### src/rtl/reg_file_wb_pkg.sv
// reg_file_wb_pkg: shared widths and select helpers for the register file
package reg_file_wb_pkg;
   localparam int DATA_W = 16;
   localparam int NREG = 8;
   localparam int AW = 3;
   function automatic logic [0:NREG-1] onehot3to8(input logic [AW-1:0] a);
      logic [0:NREG-1] r;
      r = '0;
      r[a] = 1'b1;
      return r;
   endfunction
   function automatic logic is_onehot(input logic [0:NREG-1] v);
      return (v != '0) && ((v & (v - NREG'(1))) == '0);
   endfunction
endpackage

### src/rtl/reg_file_wb_scoreboard.sv
// reg_scoreboard: per-register pending bits and decode RAW-hazard stall
module reg_scoreboard
   import reg_file_wb_pkg::*;
(
   input  logic            clk,
   input  logic            rst,
   input  logic [0:NREG-1] wr_sel,
   input  logic            wr_ok,
   input  logic            rd_en_a,
   input  logic [AW-1:0]   rd_addr_a,
   input  logic            rd_en_b,
   input  logic [AW-1:0]   rd_addr_b,
   input  logic            iss_valid,
   input  logic [AW-1:0]   iss_dest,
   output logic            stall,
   output logic [0:NREG-1] pend
);
   logic [0:NREG-1] set_v, clr_v;
   // a register written back this cycle is bypassed, so it never stalls
   always_comb begin
      stall = (rd_en_a & pend[rd_addr_a] & ~wr_sel[rd_addr_a]) |
              (rd_en_b & pend[rd_addr_b] & ~wr_sel[rd_addr_b]);
      set_v = (iss_valid && !stall) ? onehot3to8(iss_dest) : '0;
      clr_v = wr_ok ? wr_sel : '0;
   end
   // clear first, then set, so a same-cycle issue keeps the register pending
   always_ff @(posedge clk)
      pend <= rst ? '0 : (pend & ~clr_v) | set_v;
endmodule

### src/rtl/reg_file_wb.sv
// reg_file_wb: 8x16 register file, two bypassed read ports, pending scoreboard
module reg_file_wb
   import reg_file_wb_pkg::*;
(
   input  logic              clk,
   input  logic              rst,
   input  logic [0:NREG-1]   wr_sel,
   input  logic [DATA_W-1:0] wr_data,
   input  logic              rd_en_a,
   input  logic              rd_en_b,
   input  logic [AW-1:0]     rd_addr_a,
   input  logic [AW-1:0]     rd_addr_b,
   output logic [DATA_W-1:0] rd_data_a,
   output logic [DATA_W-1:0] rd_data_b,
   input  logic              iss_valid,
   input  logic [AW-1:0]     iss_dest,
   output logic              stall,
   output logic [0:NREG-1]   pend,
   output logic              err_onehot
);
   logic [DATA_W-1:0] regs [NREG];
   logic wr_ok;
   assign wr_ok = is_onehot(wr_sel);
   // storage: only a legal one-hot select writes
   always_ff @(posedge clk)
      for (int i = 0; i < NREG; i++)
         if (rst) regs[i] <= '0;
         else if (wr_ok && wr_sel[i]) regs[i] <= wr_data;
   // read ports with write-first bypass of a legal write
   always_ff @(posedge clk)
      if (rst) begin
         rd_data_a <= '0;
         rd_data_b <= '0;
      end else begin
         rd_data_a <= (wr_ok && wr_sel[rd_addr_a]) ? wr_data : regs[rd_addr_a];
         rd_data_b <= (wr_ok && wr_sel[rd_addr_b]) ? wr_data : regs[rd_addr_b];
      end
   // sticky flag for a multi-hot write select
   always_ff @(posedge clk)
      if (rst) err_onehot <= 1'b0;
      else if (wr_sel != '0 && !wr_ok) err_onehot <= 1'b1;
   reg_scoreboard u_sb (
      .clk(clk), .rst(rst), .wr_sel(wr_sel), .wr_ok(wr_ok),
      .rd_en_a(rd_en_a), .rd_addr_a(rd_addr_a),
      .rd_en_b(rd_en_b), .rd_addr_b(rd_addr_b),
      .iss_valid(iss_valid), .iss_dest(iss_dest),
      .stall(stall), .pend(pend)
   );
endmodule

### config.mk
export PLATFORM = sky130hd
export DESIGN_NAME = reg_file_wb
export DESIGN_NICKNAME = d
export VERILOG_FILES = /design/src/rtl/reg_file_wb_pkg.sv /design/src/rtl/reg_file_wb_scoreboard.sv /design/src/rtl/reg_file_wb.sv
export SDC_FILE = /design/constraint.sdc
export NUM_CORES = 1
export LEC_CHECK = 0
export BUFFER_PORTS_ARGS = -buffer_cell sky130_fd_sc_hd__buf_2
export CELL_PAD_IN_SITES_DETAIL_PLACEMENT = 1
export CELL_PAD_IN_SITES_GLOBAL_PLACEMENT = 1
export CORE_ASPECT_RATIO = 1.2
export CORE_MARGIN = 3
export CORE_UTILIZATION = 35
export CTS_CLUSTER_DIAMETER = 120
export DETAILED_ROUTE_END_ITERATION = 8
export GPL_TIMING_DRIVEN = 0
export PLACE_DENSITY_LB_ADDON = 0.1
export SLEW_MARGIN = 20
export SYNTH_ARGS = -nofsm -noshare
export SYNTH_HDL_FRONTEND = slang
export SYNTH_HIERARCHICAL = 1
export SYNTH_SLANG_ARGS = --single-unit
### constraint.sdc
create_clock -name clk -period 7.6 [get_ports clk]
set_clock_uncertainty 0.2 [all_clocks]
set_input_delay 2.28 -clock clk [delete_from_list [all_inputs] [get_ports clk]]
set_output_delay 2.28 -clock clk [all_outputs]
set_load 0.03 [all_outputs]
=== Word-level counts from Yosys, hierarchy flattened ===
Memories as Yosys holds them, arrays and structs flattened.
Cells that the tools add are included.

* Register bits: 41
* Latch bits: 0
* RAM bits: 128
* ROM bits: 0
* Input port bits: 38
* Output and inout bits: 42
* Logic and storage cells: 102
* Memories kept: 1

* Add/subtract/negate cells: 1
* Multipliers: 0
* Div/mod/pow operators: 0
* $lt $le $gt $ge: 4
* Equal/unequal tests: 0
* Shift-type cells: 0
* Mux-type cells: 52
* Bitwise logic cells: 22
* Reductions and logical operators: 18

{| class="wikitable"
|+ Memory list
! memory !! words !! bits a word !! read ports !! clocked after memory_dff !! write ports !! line !! RTL
|-
| regs || 8 || 16 || 2 || 0 || 8 || reg_file_wb.sv:21 || <nowiki>logic [DATA_W-1:0] regs [NREG];</nowiki>
|}

{| class="wikitable"
|+ Operators with widths
! operator !! number
|-
| $mux 16 || 10
|-
| $mux 1 || 35
|-
| $and 8x8->8 || 2
|-
| $mux 8 || 2
|-
| $logic_and 1x1->1 || 14
|-
| $bmux 1 s3 || 4
|-
| $ge 4x4->1 const B || 3
|-
| $not 3->4 || 3
|-
| $or 1x1->1 || 9
|-
| $logic_not 8->1 || 1
|-
| $not 8->8 || 1
|-
| $or 8x8->8 || 1
|-
| $reduce_bool 8->1 || 1
|-
| $sub 8x1->8 const B || 1
|-
| $and 1x1->1 || 4
|-
| $lt 4x1->1 const B || 1
|-
| $demux 1 s3 || 1
|-
| $logic_not 1->1 || 2
|-
| $not 1->1 || 2
|}

=== Depth between registers and ports, before layout ===
* Depth after elaboration: 11
* Gate-level depth with buffers: 9
* Gate-level depth less buffers: 6

=== By module ===
Netlist, hierarchy kept.

{| class="wikitable"
|+ Modules (own cells, without submodules)
! module !! times used !! cells each !! area each (µm²) !! sequential area each (µm²)
|-
| reg_file_wb || 1 || 577 || 8241.7 || 4504.3
|-
| reg_scoreboard || 1 || 64 || 584.3 || 160.2
|}

=== Least setup slack after synthesis ===
No wires, ideal clock.

* Path type: in2out
* Start: input port wr_sel[2] in the netlist's numbering
* End: output port stall
* Data arrival time: 3.348 ns
* Required time: 5.120 ns
* Slack: 1.772 ns
* Stages on the path: 5
* Path buffers: 1
* Path through: nand2b_1 -> mux4_1 -> nor3b_1 -> or3_1 -> buf_6

* Longest elaborated chain between the ends: 6
* Elaborated cells on any way between the ends: 11
* Classes of those cells: 6 x mux; 5 x bitwise

{| class="wikitable"
|+ Ends and longest elaborated chain
! item !! line !! RTL
|-
| from (decl) || reg_file_wb.sv:7 || <nowiki>input logic [0:NREG-1] wr_sel,</nowiki>
|-
| $bmux 1 s3, on equally long branches || reg_file_wb_scoreboard.sv:21, reg_file_wb_scoreboard.sv:22 ||
|-
| $mux 1, on equally long branches (2 in a row) || reg_file_wb_scoreboard.sv:21, reg_file_wb_scoreboard.sv:22 ||
|-
| $not 1->1, on equally long branches || reg_file_wb_scoreboard.sv:21, reg_file_wb_scoreboard.sv:22 ||
|-
| $and 1x1->1, on equally long branches || reg_file_wb_scoreboard.sv:21, reg_file_wb_scoreboard.sv:22 ||
|-
| $or 1x1->1 * || reg_file_wb_scoreboard.sv:21 || <nowiki>stall = (rd_en_a & pend[rd_addr_a] & ~wr_sel[rd_addr_a]) |</nowiki>
|-
| to (decl) || reg_file_wb.sv:17 || <nowiki>output logic stall,</nowiki>
|}

Mark *: on every way between the ends. The rest lies on a longest branch, timed or not. The select of a mux whose other input is x is not followed.

=== Final worst setup path ===
* Start: input port wr_sel[6] in the netlist's numbering
* End: output port stall

Same word-level chain as after synthesis.

==> results list <==
- After clock tree synthesis, the setup repair step added 0 buffers.
- Die ar.: 0.0272 mm2
- Source of the critical timing path: wr_sel[6]
- Setup violations remaining at the end of the flow were counted as 0.
- Number of vias after detailed routing: slightly above 6000
- Count of port buffers added during placement: 79
- Worst hold path type: register to register
- Maximum number of pins on one net before global-route repair: 17
- For this run, the number of Yosys warnings is 6.
- Number of max-slew violations in the final report: 0
* Height of the die: 180 um
* Final critical-path share of the clock period: 0.822
* Antenna violations before repair: 0
- The final layout contains 777 nets.
- In the final routed layout, each cell accounts on average for 25.1 um.
- After layout, the minimum clock period comes to 6250 ps.
- The library cell used most frequently in the layout, excluding fill and tap cells, is sky130_fd_sc_hd__edfxtp_1.
- Most frequent cells in the layout: 128 x sky130_fd_sc_hd__edfxtp_1, 100 x sky130_fd_sc_hd__buf_2, 80 x sky130_fd_sc_hd__and2_1
* DRC violation count after routing: 0
* Worst-path fanout max: 9
- R2R Path End: rd_data_a[15]$_SDFF_PP0_
- Global routing finished with a remaining overflow of 0.
- Post-Syn Area per Cell: 13.8 um2
- The startpoint identified for the worst hold timing path is err_onehot$_SDFFE_PP0P_.
* Leak pwr: ~3.6 nW
- Global placer's final weighted congestion: 0.869
- In this run the cell area of the synthesized design comes to roughly 0.0088 mm2.
* H-tree levels: 4
- Flop2flop setup slack: approximately 5700 ps
* Startpoint Class: input port
- All-Layer GR Usage: 0.203
* Clock Root Buffer: sky130_fd_sc_hd__clkbuf_16
- The number of antenna diodes in the final layout is 0.
* Vias in the first global route: 6532
- In the post-synthesis netlist, the biggest area contributors are sky130_fd_sc_hd__edfxtp_1 44%, sky130_fd_sc_hd__mux4_2 18%, sky130_fd_sc_hd__dfxtp_1 9.3%.
- Row count: 63
* Placeable core region: 0.0248 mm2
* Synthesized netlist cell count: 641
- Seq/Total Area, Yosys: 0.528
- Latest clock arrival within the worst-skew pair: 430 ps
- CTS Buf Count: 17
* FF-to-FF path depth: 4
- 80 I/O pins were placed.
* Post-detailed-placement half-perimeter wirelength: 21000 um
- Synthesis inferred 169 register bits.
- At the pin with the least slew margin, the transition time is ~950 ps.
- Routed WL: 27000 um
- Number of nets still failing antenna checks after routing: 0
* Critical Path End: stall
* Post-cts resize count: 0
* Relative max-transition margin: 0.369
* Final Total Pwr: between 2 and 2.5 mW
- Of the cells placed in the final design, the portion with a size suffix greater than 1 is 0.291.
- The worst setup path is captured at an output port.
* Sum of negative setup slack: 0 ps
- Iter 0 DRT Violations: a little over 300
- Across the run, the number of max-cap violations was 0.
- Synthesized netlist net count: 679
* Top cell type's share of synthesized area: 0.435
* Layout fillers: 2615
- Hold repair after CTS inserted 0 buffers.
* Power per standard cell area: around 230 mW/mm2
* IR drop worst, VDD: 0.000141 V
* Top cell type by total area after synthesis: sky130_fd_sc_hd__edfxtp_1
- Hold Violations, Final: 0
- TritonCTS built the clock tree.
- Setup repair after global routing left no endpoint under its margin.
- Number of sinks on the clock net: 169
- STA puts the critical path data arrival time at 3770 ps.
* Classification of the worst setup path: input port to output port
* Clock-pin slew on the worst setup and hold paths: approximately 70 ps
- Relative to the synthesized area, the layout overhead comes to 16.3%.
* Detail-routed via count per cell: 5.69
- Highest clock rate: ~0.16 GHz
- In this run, distinct cell masters in the synthesized netlist total 45.
* Data required time at the worst endpoint: around 5000 ps
- Width of the die: 151 um
- The first global-routing pass estimated around 41000 um of wire.
- In this run the critical register-to-register path is launched from regs[4][15]$_SDFFCE_PN0P_.
* Run status: completed
- Initial standard-cell utilization of the core: 0.357
- Maximum number of buffers from clock root to sink: 2
* Drt pass-1 iters: 5
## where the power goes
part           switching (mW)  internal [mW]  total (mW)
clock                   0.386          0.549       0.935
sequential             0.0271           1.05        1.07
combinational           0.198          0.124       0.322
total                   0.611           1.72        2.33
## per-stage QoR
stage	cells	util	cell area (um2)	setup slack (ps)	hold slack (ps)
6_report	1077	0.415	10300	1350	297
5_1_grt	1077	0.415	10300	1310	353
4_1_cts	1077	0.415	10300	1350	304
3_5_place_dp	1045	0.389	9630	1370	279
3_3_place_gp	1045	0.389	9630	1350	262
2_1_floorplan	641	-	8830	1770	414
## synth_stat cells
cell	count
sky130_fd_sc_hd__maj3_1	1
sky130_fd_sc_hd__or4_4	1
sky130_fd_sc_hd__or4_1	1
sky130_fd_sc_hd__edfxtp_1	128
sky130_fd_sc_hd__nand4b_1	1
sky130_fd_sc_hd__xor2_1	2
sky130_fd_sc_hd__o22ai_1	1
sky130_fd_sc_hd__nor4_1	33
sky130_fd_sc_hd__nand3b_1	9
sky130_fd_sc_hd__nor2_1	6
sky130_fd_sc_hd__a31o_2	1
sky130_fd_sc_hd__nand3_1	2
sky130_fd_sc_hd__and4bb_2	1
sky130_fd_sc_hd__a311oi_1	32
sky130_fd_sc_hd__o22ai_2	1
sky130_fd_sc_hd__a21oi_1	2
sky130_fd_sc_hd__a211oi_1	2
sky130_fd_sc_hd__buf_2	21
sky130_fd_sc_hd__a2111oi_0	1
sky130_fd_sc_hd__nor3b_1	1
sky130_fd_sc_hd__a221oi_1	32
sky130_fd_sc_hd__buf_4	3
sky130_fd_sc_hd__o31ai_2	3
sky130_fd_sc_hd__o21ai_1	5
sky130_fd_sc_hd__or3b_2	1
sky130_fd_sc_hd__mux4_1	3
sky130_fd_sc_hd__mux2_2	2
sky130_fd_sc_hd__buf_6	1
sky130_fd_sc_hd__mux4_2	69
sky130_fd_sc_hd__buf_1	2
sky130_fd_sc_hd__nor3_1	19
sky130_fd_sc_hd__dfxtp_1	41
sky130_fd_sc_hd__nand2_1	13
sky130_fd_sc_hd__a21o_1	5
sky130_fd_sc_hd__nand2b_1	11
sky130_fd_sc_hd__nor4b_1	4
sky130_fd_sc_hd__inv_1	16
sky130_fd_sc_hd__o21bai_1	1
sky130_fd_sc_hd__o21ai_0	2
sky130_fd_sc_hd__and3b_1	4
sky130_fd_sc_hd__clkbuf_2	4
sky130_fd_sc_hd__or3_1	5
sky130_fd_sc_hd__and2_1	80
sky130_fd_sc_hd__nor2b_1	32
sky130_fd_sc_hd__clkbuf_1	36
## worst min path at each step
stage	to	slack, ps	cells after the start
global route	u_sb/pend[3]$_SDFF_PP0_	350	2
global placement	err_onehot$_SDFFE_PP0P_	260	2
finish	err_onehot$_SDFFE_PP0P_	300	2
detailed placement	err_onehot$_SDFFE_PP0P_	280	2
CTS	err_onehot$_SDFFE_PP0P_	300	2
floorplan	u_sb/pend[0]$_SDFF_PP0_	410	2
## metal layers
layer / share of wire / up-vias / track usage
met1: 0.44 / 3135 / 0.275
met2: 0.49 / 194 / 0.329
li1: - / 2769 / -
met4: 0.025 / 0 / 0.0711
met3: 0.051 / 35 / 0.0363
met5: 0 / - / 0
## critical path, stage by stage
cell and delay [ps]:
sky130_fd_sc_hd__buf_2 160, sky130_fd_sc_hd__nand2b_1 170, sky130_fd_sc_hd__mux4_1 510, sky130_fd_sc_hd__o22ai_1 160
sky130_fd_sc_hd__or3_1 140, sky130_fd_sc_hd__buf_6 140, sky130_fd_sc_hd__buf_2 200
## state kept, by name, indices dropped and copies added (netlist names)
signal / cells
regs: 128
rd_data_b: 16
u_sb/pend: 8
err_onehot: 1
rd_data_a: 16
## final cells by class
class                           instances  area [um2]  area share
Sequential cell                       169        4660       0.454
Multi-Input combinational cell        389        3800       0.370
Clock buffer                           23         509      0.0496
Tap cell                              325         407      0.0396
Timing Repair Buffer                   79         395      0.0385
Buffer                                 67         302      0.0294
Clock inverter                          9         126      0.0123
Inverter                               16        60.1     0.00585
## logic make-up after synthesis
family                     count (synthesis)  synth area share
buffers and inverters                     83            0.0410
adders and majority gates                  1           0.00113
DFF                                      169             0.528
AOI/OAI and AO/OA                         88            0.0838
xor gates and xnor gates                   2           0.00199
muxes                                     74             0.188
and+or+nand+nor                          224             0.156
Power figures use the tool's default switching activity.
